[config.mk]
export PLATFORM = sky130hd
export DESIGN_NAME = sdram_arbiter
export DESIGN_NICKNAME = d
export VERILOG_FILES = /design/src/rtl/sdram_pkg.sv /design/src/rtl/sync_id_fifo.sv /design/src/rtl/sdram_arbiter.sv
export SDC_FILE = /design/constraint.sdc
export NUM_CORES = 1
export LEC_CHECK = 0
export CAP_MARGIN = 20
export CORE_AREA = 2 2 120 122
export CTS_BUF_LIST = sky130_fd_sc_hd__clkbuf_4
export DETAILED_ROUTE_END_ITERATION = 10
export DIE_AREA = 0 0 122 124
export HOLD_SLACK_MARGIN = 0.03
export PLACE_DENSITY = 0.73
export SETUP_SLACK_MARGIN = 0.05
export SYNTH_ARGS = -nofsm -noshare
export SYNTH_HDL_FRONTEND = slang
export SYNTH_HIERARCHICAL = 1
export SYNTH_SLANG_ARGS = --single-unit
[constraint.sdc]
create_clock -name clk -period 8.9 [get_ports clk]
set_input_delay 1.335 -clock clk [delete_from_list [all_inputs] [get_ports clk]]
set_output_delay 1.335 -clock clk [all_outputs]
set_load 0.005 [all_outputs]
[src/rtl/sdram_pkg.sv]
// Shared constants and state type for the SDRAM front-end arbiter.
package sdram_pkg;

    localparam int AVM_DW  = 16;
    localparam int AVM_AW  = 32;
    localparam int AVM_BEW = AVM_DW / 8;

    typedef enum logic {
        ST_IDLE  = 1'b0,
        ST_GRANT = 1'b1
    } arb_state_e;

endpackage

[src/rtl/sync_id_fifo.sv]
// Synchronous FIFO that remembers which requester owns each outstanding read.
// A pop and a push in the same cycle are both honoured even when full, so
// the count is unchanged in that case.
module sync_id_fifo #(
    parameter int W     = 2,
    parameter int DEPTH = 16
) (
    input  logic                     clk,
    input  logic                     reset,
    input  logic                     push_i,
    input  logic [W-1:0]             data_i,
    input  logic                     pop_i,
    output logic [W-1:0]             data_o,
    output logic                     full_o,
    output logic                     empty_o,
    output logic [$clog2(DEPTH):0]   count_o
);

    localparam int PW = $clog2(DEPTH);

    logic [W-1:0]  mem_q [DEPTH];
    logic [PW-1:0] wr_ptr_q, wr_ptr_d;
    logic [PW-1:0] rd_ptr_q, rd_ptr_d;
    logic [PW:0]   count_q, count_d;
    logic          do_push, do_pop;

    assign empty_o = (count_q == '0);
    assign full_o  = (count_q == (PW+1)'(DEPTH));
    assign count_o = count_q;
    assign data_o  = mem_q[rd_ptr_q];

    // Pop first, so a full FIFO can still take a push in the same cycle.
    always_comb begin
        do_pop   = pop_i && !empty_o;
        do_push  = push_i && (!full_o || do_pop);
        wr_ptr_d = wr_ptr_q;
        rd_ptr_d = rd_ptr_q;
        count_d  = count_q;
        if (do_push) wr_ptr_d = wr_ptr_q + 1'b1;
        if (do_pop)  rd_ptr_d = rd_ptr_q + 1'b1;
        case ({do_push, do_pop})
            2'b10:   count_d = count_q + 1'b1;
            2'b01:   count_d = count_q - 1'b1;
            default: count_d = count_q;
        endcase
    end

    // Pointer and occupancy registers.
    always_ff @(posedge clk) begin
        if (reset) begin
            wr_ptr_q <= '0;
            rd_ptr_q <= '0;
            count_q  <= '0;
        end else begin
            wr_ptr_q <= wr_ptr_d;
            rd_ptr_q <= rd_ptr_d;
            count_q  <= count_d;
        end
    end

    // Storage array; contents need no reset since occupancy guards them.
    always_ff @(posedge clk) begin
        if (do_push) mem_q[wr_ptr_q] <= data_i;
    end

endmodule

[src/rtl/sdram_arbiter.sv]
// Round-robin arbiter that merges several Avalon-MM masters onto one SDRAM
// controller port and steers returning read data back to its owner.
//
//   state    | meaning
//   ---------+-------------------------------------------------------------
//   ST_IDLE  | no grant; all requesters stalled, winner chosen if any active
//   ST_GRANT | winner's command bus forwarded downstream until release
module sdram_arbiter
    import sdram_pkg::*;
#(
    parameter int NREQ    = 4,
    parameter int MAXOUT  = 16,
    parameter int HOLDMAX = 32
) (
    input  logic                               clk,
    input  logic                               reset,
    input  logic [NREQ-1:0]                    rq_read,
    input  logic [NREQ-1:0]                    rq_write,
    input  logic [NREQ-1:0][AVM_AW-1:0]        rq_address,
    input  logic [NREQ-1:0][AVM_DW-1:0]        rq_writedata,
    input  logic [NREQ-1:0][AVM_BEW-1:0]       rq_byteenable,
    output logic [NREQ-1:0]                    rq_waitrequest,
    output logic [AVM_DW-1:0]                  rq_readdata,
    output logic [NREQ-1:0]                    rq_readdatavalid,
    output logic                               avm_m0_read,
    output logic                               avm_m0_write,
    output logic [AVM_AW-1:0]                  avm_m0_address,
    output logic [AVM_DW-1:0]                  avm_m0_writedata,
    output logic [AVM_BEW-1:0]                 avm_m0_byteenable,
    input  logic [AVM_DW-1:0]                  avm_m0_readdata,
    input  logic                               avm_m0_readdatavalid,
    input  logic                               avm_m0_waitrequest,
    output logic                               err_underflow
);

    localparam int IDW = $clog2(NREQ);
    localparam int CW  = $clog2(MAXOUT) + 1;
    localparam int HW  = $clog2(HOLDMAX) + 1;

    arb_state_e     state_q, state_d;
    logic [IDW-1:0] winner_q, winner_d;
    logic [IDW-1:0] last_winner_q, last_winner_d;
    logic [HW-1:0]  hold_cnt_q, hold_cnt_d;
    logic           err_q, err_d;

    logic [NREQ-1:0] active;
    logic            win_rd, win_wr;
    logic            block;
    logic            accept;

    logic            fifo_push, fifo_pop;
    logic [IDW-1:0]  fifo_head;
    logic            fifo_full, fifo_empty;
    logic [CW-1:0]   fifo_count;

    // First active index strictly after 'last', wrapping around.
    function automatic logic [IDW-1:0] rr_next(input logic [NREQ-1:0] act,
                                               input logic [IDW-1:0] last);
        logic [IDW-1:0] pick;
        logic           found;
        int             k;
        pick  = last;
        found = 1'b0;
        for (int i = 1; i <= NREQ; i++) begin
            k = (32'(last) + i) % NREQ;
            if (!found && act[k[IDW-1:0]]) begin
                found = 1'b1;
                pick  = k[IDW-1:0];
            end
        end
        return pick;
    endfunction

    assign active = rq_read | rq_write;
    assign win_rd = rq_read[winner_q];
    assign win_wr = rq_write[winner_q];

    // Next-state, command forwarding and stall generation.
    always_comb begin
        state_d           = state_q;
        winner_d          = winner_q;
        last_winner_d     = last_winner_q;
        hold_cnt_d        = hold_cnt_q;
        block             = 1'b0;
        accept            = 1'b0;
        avm_m0_read       = 1'b0;
        avm_m0_write      = 1'b0;
        avm_m0_address    = rq_address[winner_q];
        avm_m0_writedata  = rq_writedata[winner_q];
        avm_m0_byteenable = rq_byteenable[winner_q];
        rq_waitrequest    = '1;

        case (state_q)
            ST_IDLE: begin
                if (|active) begin
                    winner_d   = rr_next(active, last_winner_q);
                    hold_cnt_d = '0;
                    state_d    = ST_GRANT;
                end
            end
            ST_GRANT: begin
                block        = win_rd && (fifo_count == CW'(MAXOUT));
                avm_m0_read  = win_rd && !block;
                // Read wins when a master illegally asserts both.
                avm_m0_write = win_wr && !win_rd;
                rq_waitrequest[winner_q] = avm_m0_waitrequest | block;
                accept = (avm_m0_read || avm_m0_write) && !avm_m0_waitrequest;
                if (!(win_rd || win_wr)) begin
                    state_d       = ST_IDLE;
                    last_winner_d = winner_q;
                    hold_cnt_d    = '0;
                end else if (accept) begin
                    if (hold_cnt_q == HW'(HOLDMAX - 1)) begin
                        state_d       = ST_IDLE;
                        last_winner_d = winner_q;
                        hold_cnt_d    = '0;
                    end else begin
                        hold_cnt_d = hold_cnt_q + 1'b1;
                    end
                end
            end
            default: state_d = ST_IDLE;
        endcase

        // The registered state may still read GRANT during the reset cycle.
        if (reset) begin
            avm_m0_read    = 1'b0;
            avm_m0_write   = 1'b0;
            rq_waitrequest = '1;
            accept         = 1'b0;
        end
    end

    // Arbiter state registers.
    always_ff @(posedge clk) begin
        if (reset) begin
            state_q       <= ST_IDLE;
            winner_q      <= '0;
            last_winner_q <= IDW'(NREQ - 1);
            hold_cnt_q    <= '0;
        end else begin
            state_q       <= state_d;
            winner_q      <= winner_d;
            last_winner_q <= last_winner_d;
            hold_cnt_q    <= hold_cnt_d;
        end
    end

    assign fifo_push = accept && avm_m0_read;
    assign fifo_pop  = avm_m0_readdatavalid && !fifo_empty && !reset;

    sync_id_fifo #(
        .W     (IDW),
        .DEPTH (MAXOUT)
    ) u_id_fifo (
        .clk     (clk),
        .reset   (reset),
        .push_i  (fifo_push),
        .data_i  (winner_q),
        .pop_i   (fifo_pop),
        .data_o  (fifo_head),
        .full_o  (fifo_full),
        .empty_o (fifo_empty),
        .count_o (fifo_count)
    );

    assign rq_readdata = avm_m0_readdata;

    // Steer the read strobe to the owner at the head of the ID FIFO.
    always_comb begin
        rq_readdatavalid = '0;
        if (fifo_pop) rq_readdatavalid[fifo_head] = 1'b1;
    end

    assign err_d = err_q | (avm_m0_readdatavalid && fifo_empty);

    // Sticky underflow flag: data returned with nothing outstanding.
    always_ff @(posedge clk) begin
        if (reset) err_q <= 1'b0;
        else       err_q <= err_d;
    end

    assign err_underflow = err_q;

endmodule
**Word-level counts from Yosys, hierarchy flattened**

Memory sizes are Yosys's and may differ from the RTL's. A register that Yosys moved wholly into a read port is not among the register bits.
Index checks and enable logic that the tools add are counted.

- Memory bits (writable): 32
- Memories kept: 1
- Output and inout bits: 77
- Bits in registers: 25
- Logic and storage cells: 135

- Reductions and logical operators: 33
- Order comparisons: 8
- Muxes and demuxes: 62
- $add $sub $neg: 9
- Equal/unequal tests: 8
- Bitwise gates (word level): 6

Memories:

| memory | words | width | rd ports | clocked after Yosys merged registers in | wr ports | RTL line | RTL |
|---|---|---|---|---|---|---|---|
| u_id_fifo.mem_q | 16 | 2 | 1 | 1 | 1 | sync_id_fifo.sv:21 | `logic [W-1:0] mem_q [DEPTH];` |

Operators with widths:

| operator | count |
|---|---|
| binary-select mux 32 bit (select 2 bit) | 1 |
| binary-select mux 16 bit (select 2 bit) | 1 |
| 2-to-1 mux 32 bit | 1 |
| 2-to-1 mux 1 bit | 29 |
| 2-to-1 mux 6 bit | 4 |
| 2-to-1 mux 4 bit | 5 |
| < comparator 2 x 3 -> 1 bit, second input constant | 6 |
| 2-to-1 mux 16 bit | 1 |
| 2-to-1 mux 2 bit | 8 |
| logical AND 1 bit | 15 |
| binary-select mux 1 bit (select 2 bit) | 6 |
| one-hot mux 6 bit (2 select lines) | 1 |
| one-hot mux 5 bit (2 select lines) | 1 |
| logical NOT 1 bit | 9 |
| adder 4 x 1 -> 4 bit, second input constant | 2 |
| OR 4 bit | 2 |
| adder 6 x 1 -> 6 bit, second input constant | 1 |
| == test 6 x 5 -> 1 bit, second input constant | 1 |
| adder 5 x 1 -> 5 bit, second input constant | 1 |
| == test 5 bit, second input constant | 1 |
| logical NOT 5 bit | 1 |
| subtractor 5 x 1 -> 5 bit, second input constant | 1 |
| adder 2 x 1 -> 2 bit, second input constant | 2 |
| adder 2 bit, second input constant | 2 |
| 17 further kinds | 24 |

**Depth between registers and ports, before layout**

- Depth after elaboration: 19
- Gate-level depth with buffers: 14
- Gate-level depth less buffers: 13

**Cells and area by module**

The synthesis kept the hierarchy.

By module, submodules not included:

| module | instances | area each (µm²) | cells an instance | sequential area each (µm²) |
|---|---|---|---|---|
| sync_id_fifo | 1 | 2302.2 | 178 | 1301.2 |
| sdram_arbiter | 1 | 2207.1 | 188 | 240.2 |

**Worst setup path before layout**

No wires, ideal clock.

- Path kind: input-to-reg
- Start point: in rq_read[3]
- End point: reg u_id_fifo.count_q[4] (netlist: u_id_fifo/count_o[4])
- Required time: 8.766 ns
- Setup slack: 4.797 ns
- Setup time: 0.134 ns
- Stages: 11
- Buffers on the path: 1
- Arrival time: 3.969 ns
- Cell sequence: mux4_2 > and3_1 > nor2b_1 > clkbuf_1 > nor2b_1 > o21ai_4 > fa_1 > nand2b_1 > o2bb2ai_1 > mux2i_1 > or4_1

RTL lines:

| what | RTL line | RTL |
|---|---|---|
| start, declared | sdram_arbiter.sv:17 | `input logic [NREQ-1:0] rq_read,` |
| binary-select mux 1 bit (select 2 bit) (*) | sdram_arbiter.sv:75 | `assign win_rd = rq_read[winner_q];` |
| 2-to-1 mux 1 bit (implied by the code) (*) | sdram_arbiter.sv:75 |  |
| logical AND 1 bit | sdram_arbiter.sv:102 | `block = win_rd && (fifo_count == CW'(MAXOUT));` |
| logical NOT 1 bit | sdram_arbiter.sv:103 | `avm_m0_read = win_rd && !block;` |
| logical AND 1 bit (*) | sdram_arbiter.sv:103 |  |
| 2-to-1 mux 1 bit (*) | sdram_arbiter.sv:93 | `case (state_q)` |
| 2-to-1 mux 1 bit (*) | sdram_arbiter.sv:126 | `if (reset) begin` |
| net avm_m0_read | sdram_arbiter.sv:25 | `output logic avm_m0_read,` |
| logical AND 1 bit (*) | sdram_arbiter.sv:149 | `assign fifo_push = accept && avm_m0_read;` |
| net fifo_push | sdram_arbiter.sv:51 | `logic fifo_push, fifo_pop;` |
| logical AND 1 bit (*) | sync_id_fifo.sv:35 | `do_push = push_i && (!full_o \|\| do_pop);` |
| == test 2 x 1 -> 1 bit / == test 2 bit (equally long branches) | sync_id_fifo.sv:41 | `case ({do_push, do_pop})` |
| one-hot mux 5 bit (2 select lines) / nonzero test 2 bit (equally long branches) | - |  |
| end signal, assigned | sync_id_fifo.sv:57 | `count_q <= count_d;` |
| end, declared | sync_id_fifo.sv:24 | `logic [PW:0] count_q, count_d;` |

The timed path passes the listed nets; every way through them passes the cells marked *. The select of a mux whose other input is x is not followed.
A chain may end at the register's enable or synchronous reset.

**Final worst setup path**

- Start point: in rq_read[3]
- End point: out rq_waitrequest[0]

- Longest elaborated chain between the ends: 7

RTL lines:

| what | RTL line | RTL |
|---|---|---|
| binary-select mux 1 bit (select 2 bit) | sdram_arbiter.sv:75 |  |
| 2-to-1 mux 1 bit (implied by the code) | sdram_arbiter.sv:75 |  |
| logical AND 1 bit | sdram_arbiter.sv:102 |  |
| OR 1 bit | sdram_arbiter.sv:106 | `rq_waitrequest[winner_q] = avm_m0_waitrequest \| block;` |
| OR 4 bit (no line) | - |  |
| 2-to-1 mux 4 bit | sdram_arbiter.sv:93 |  |
| 2-to-1 mux 4 bit | sdram_arbiter.sv:126 |  |
| end, declared | sdram_arbiter.sv:22 | `output logic [NREQ-1:0] rq_waitrequest,` |

Every way passes these cells. The select of a mux whose other input is x is not followed.

==> flow_summary.toml <==
[critical_path]
criticalPathCategory = "input pin to primary output"
cp_max_fo = 6
cp.arrival_ns = 3.47
cp-start-kind = "input pin"
end_kind = "primary output"
cp.required_ns = 7.57

[timing]
fin_crit_sh_pct = 54.0
period_needed_ns = 4.81
setup_slack_ns = 4.09
max_freq_ghz = 0.208
setup_viol = 0
worst-slew-pin-transition_ns = 0.839
drv_slew = 0
grt_setup_unrepaired = "no"
slew_headroom_pct = 44.0
fin_tns_setup_ns = 0
hold_violations = 0
fin_worst_skew_ns = 0.0185

[power_and_ir_drop]
pwr-share-seq_pct = 38.3
peakVddDrop_v = 0.0000534
p_leak_nw = 2.53
clockPowerShare_pct = 22.3
sw_frac_of_total_pct = 27.7
power_density_nw_per_um2 = 112
p_int_mw = 0.598
combPwrFrac_pct = 39.4
power.total_mw = 0.828
p_sw_mw = 0.230

[logic_synthesis]
syn-mean-instance-area_um2 = 12.3
netlist_area_um2 = 4510
ys_warn_count = 6
synthCells = 365
syn_nets = 603

[clock_network]
cts.htree.levels = 3
ctsHoldBuffers = 0
cts.sinks = 61
cts_setup_buffers = 0
clockBufferDepth = 2
clk_latency_ns = 0.40
clock-root-buffer = "clkbuf_4"
cts.reportedPaths.clkPinSlew_ns = 0.10
tritoncts = "yes"
post_cts_resized = 0
numCtsBuffers = 9

[job]
maxCapViolCount = 0

[die]
die-area_um2 = 15100
core_area_um2 = 13700
die_y_um = 124
die_w_um = 122
rows = 43
io_pins = 305
start_util_pct = 32.8

[global_routing]
grt_overflow = 0
grt_pass1_vias = 4411
grt_usage_pct = 22.6
antenna_found_initial = 2
grt_pass1_wl_um = 25100
grt_max_degree = 71

[detailed_routing]
wl_um = 18000
postRouteAntennaNets = 0
drt-initial-drc-count = 249
drc = 0
wl_per_cell_um = 22.5
vias = 4268
viasPerCell = 5.36
drt_first_pass_iters = 5

[placement]
dp_slack_ns = 4.01
place_hpwl_um = 14700
port_buffers = 272
dpl_cell_area_um2 = 7260
gp_congestion = 0.858

[layout]
final_util_pct = 53.9
layout-drive-gt1-share_pct = 15.7
fin_area_um2 = 7390
area_growth_pct = 64.0
final_nets = 849

[status]
status = "finished, final reports clean"

[hold_path]
worstHoldPathType = "register to register"
## final cells by class
cell class	count	area, um2
Antenna cell	1	2.50
Clock buffer	9	67.6
Clock inverter	7	63.8
Fill cell	1183	6330
Inverter	14	52.6
Multi-Input combinational cell	250	2690
Sequential cell	61	1550
Tap cell	180	225
Timing Repair Buffer	275	2750
## flip-flops by register name, indices dropped and copies added, names as in the netlist, named ones only
signal,count
u_id_fifo/rd_ptr_q,4
err_underflow,1
u_id_fifo/wr_ptr_q,4
u_id_fifo/count_o,5
last_winner_q,2
winner_q,2
hold_cnt_q,6
u_id_fifo/mem_q,32
state_q,1
## critical path, stage by stage
cell             delay (ns)
clkdlybuf4s50_1        0.47
mux4_2                 0.63
nand3_2                0.19
nand2_1                0.08
or3_1                  0.31
clkdlybuf4s50_1        0.45
## final timing paths
| kind | cells after the start | end | slack, ns | startpoint |
|---|---|---|---|---|
| hold / removal | 1 | hold_cnt_q[1]$_SDFFE_PP0P_ | 0.53 | hold_cnt_q[1]$_SDFFE_PP0P_ |
| setup / recovery | 6 | rq_waitrequest[0] | 4.09 | rq_read[3] |
| setup reg to reg | 12 | u_id_fifo/count_o[4]$_SDFFE_PP0P_ | 4.42 | winner_q[0]$_SDFFE_PP0P_ |
| hold reg to reg | 1 | hold_cnt_q[1]$_SDFFE_PP0P_ | 0.53 | hold_cnt_q[1]$_SDFFE_PP0P_ |
## cells in the final DEF (no fill, tap or decap), types with 9 or more instances in the layout
cell and n:
nor2_1 28, ha_1 9, nand2_1 10, inv_1 13
nor2b_1 10, mux4_2 60, edfxtp_1 32, clkdlybuf4s50_1 272
dfxtp_1 27, clkbuf_4 9, and2_1 9
## routing by layer
layer / global-route usage (%) / up-vias / routed length, um
li1: - / 1933 / -
met1: 26.0 / 2075 / 6450
met2: 37.1 / 234 / 8790
met3: 11.1 / 24 / 2320
met4: 7.26 / 2 / 388
met5: 0 / - / 13
## power by group through the flow
stage / combinational (mW) / sequential, mW / clock [mW]
finish: 0.326 / 0.317 / 0.184
global placement: 0.324 / 0.323 / 0
detailed placement: 0.326 / 0.324 / 0
global route: 0.348 / 0.320 / 0.203
CTS: 0.331 / 0.318 / 0.189
floorplan: 0.135 / 0.314 / 0
## through the flow
step | hold slack [ns] | cells
after floorplan | 0.460 | 365
after global placement | 0.486 | 780
after detailed placement | 0.487 | 780
after CTS | 0.530 | 796
after global routing | 0.559 | 796
final | 0.530 | 797
No activity file was read; power rests on OpenSTA's default activity.
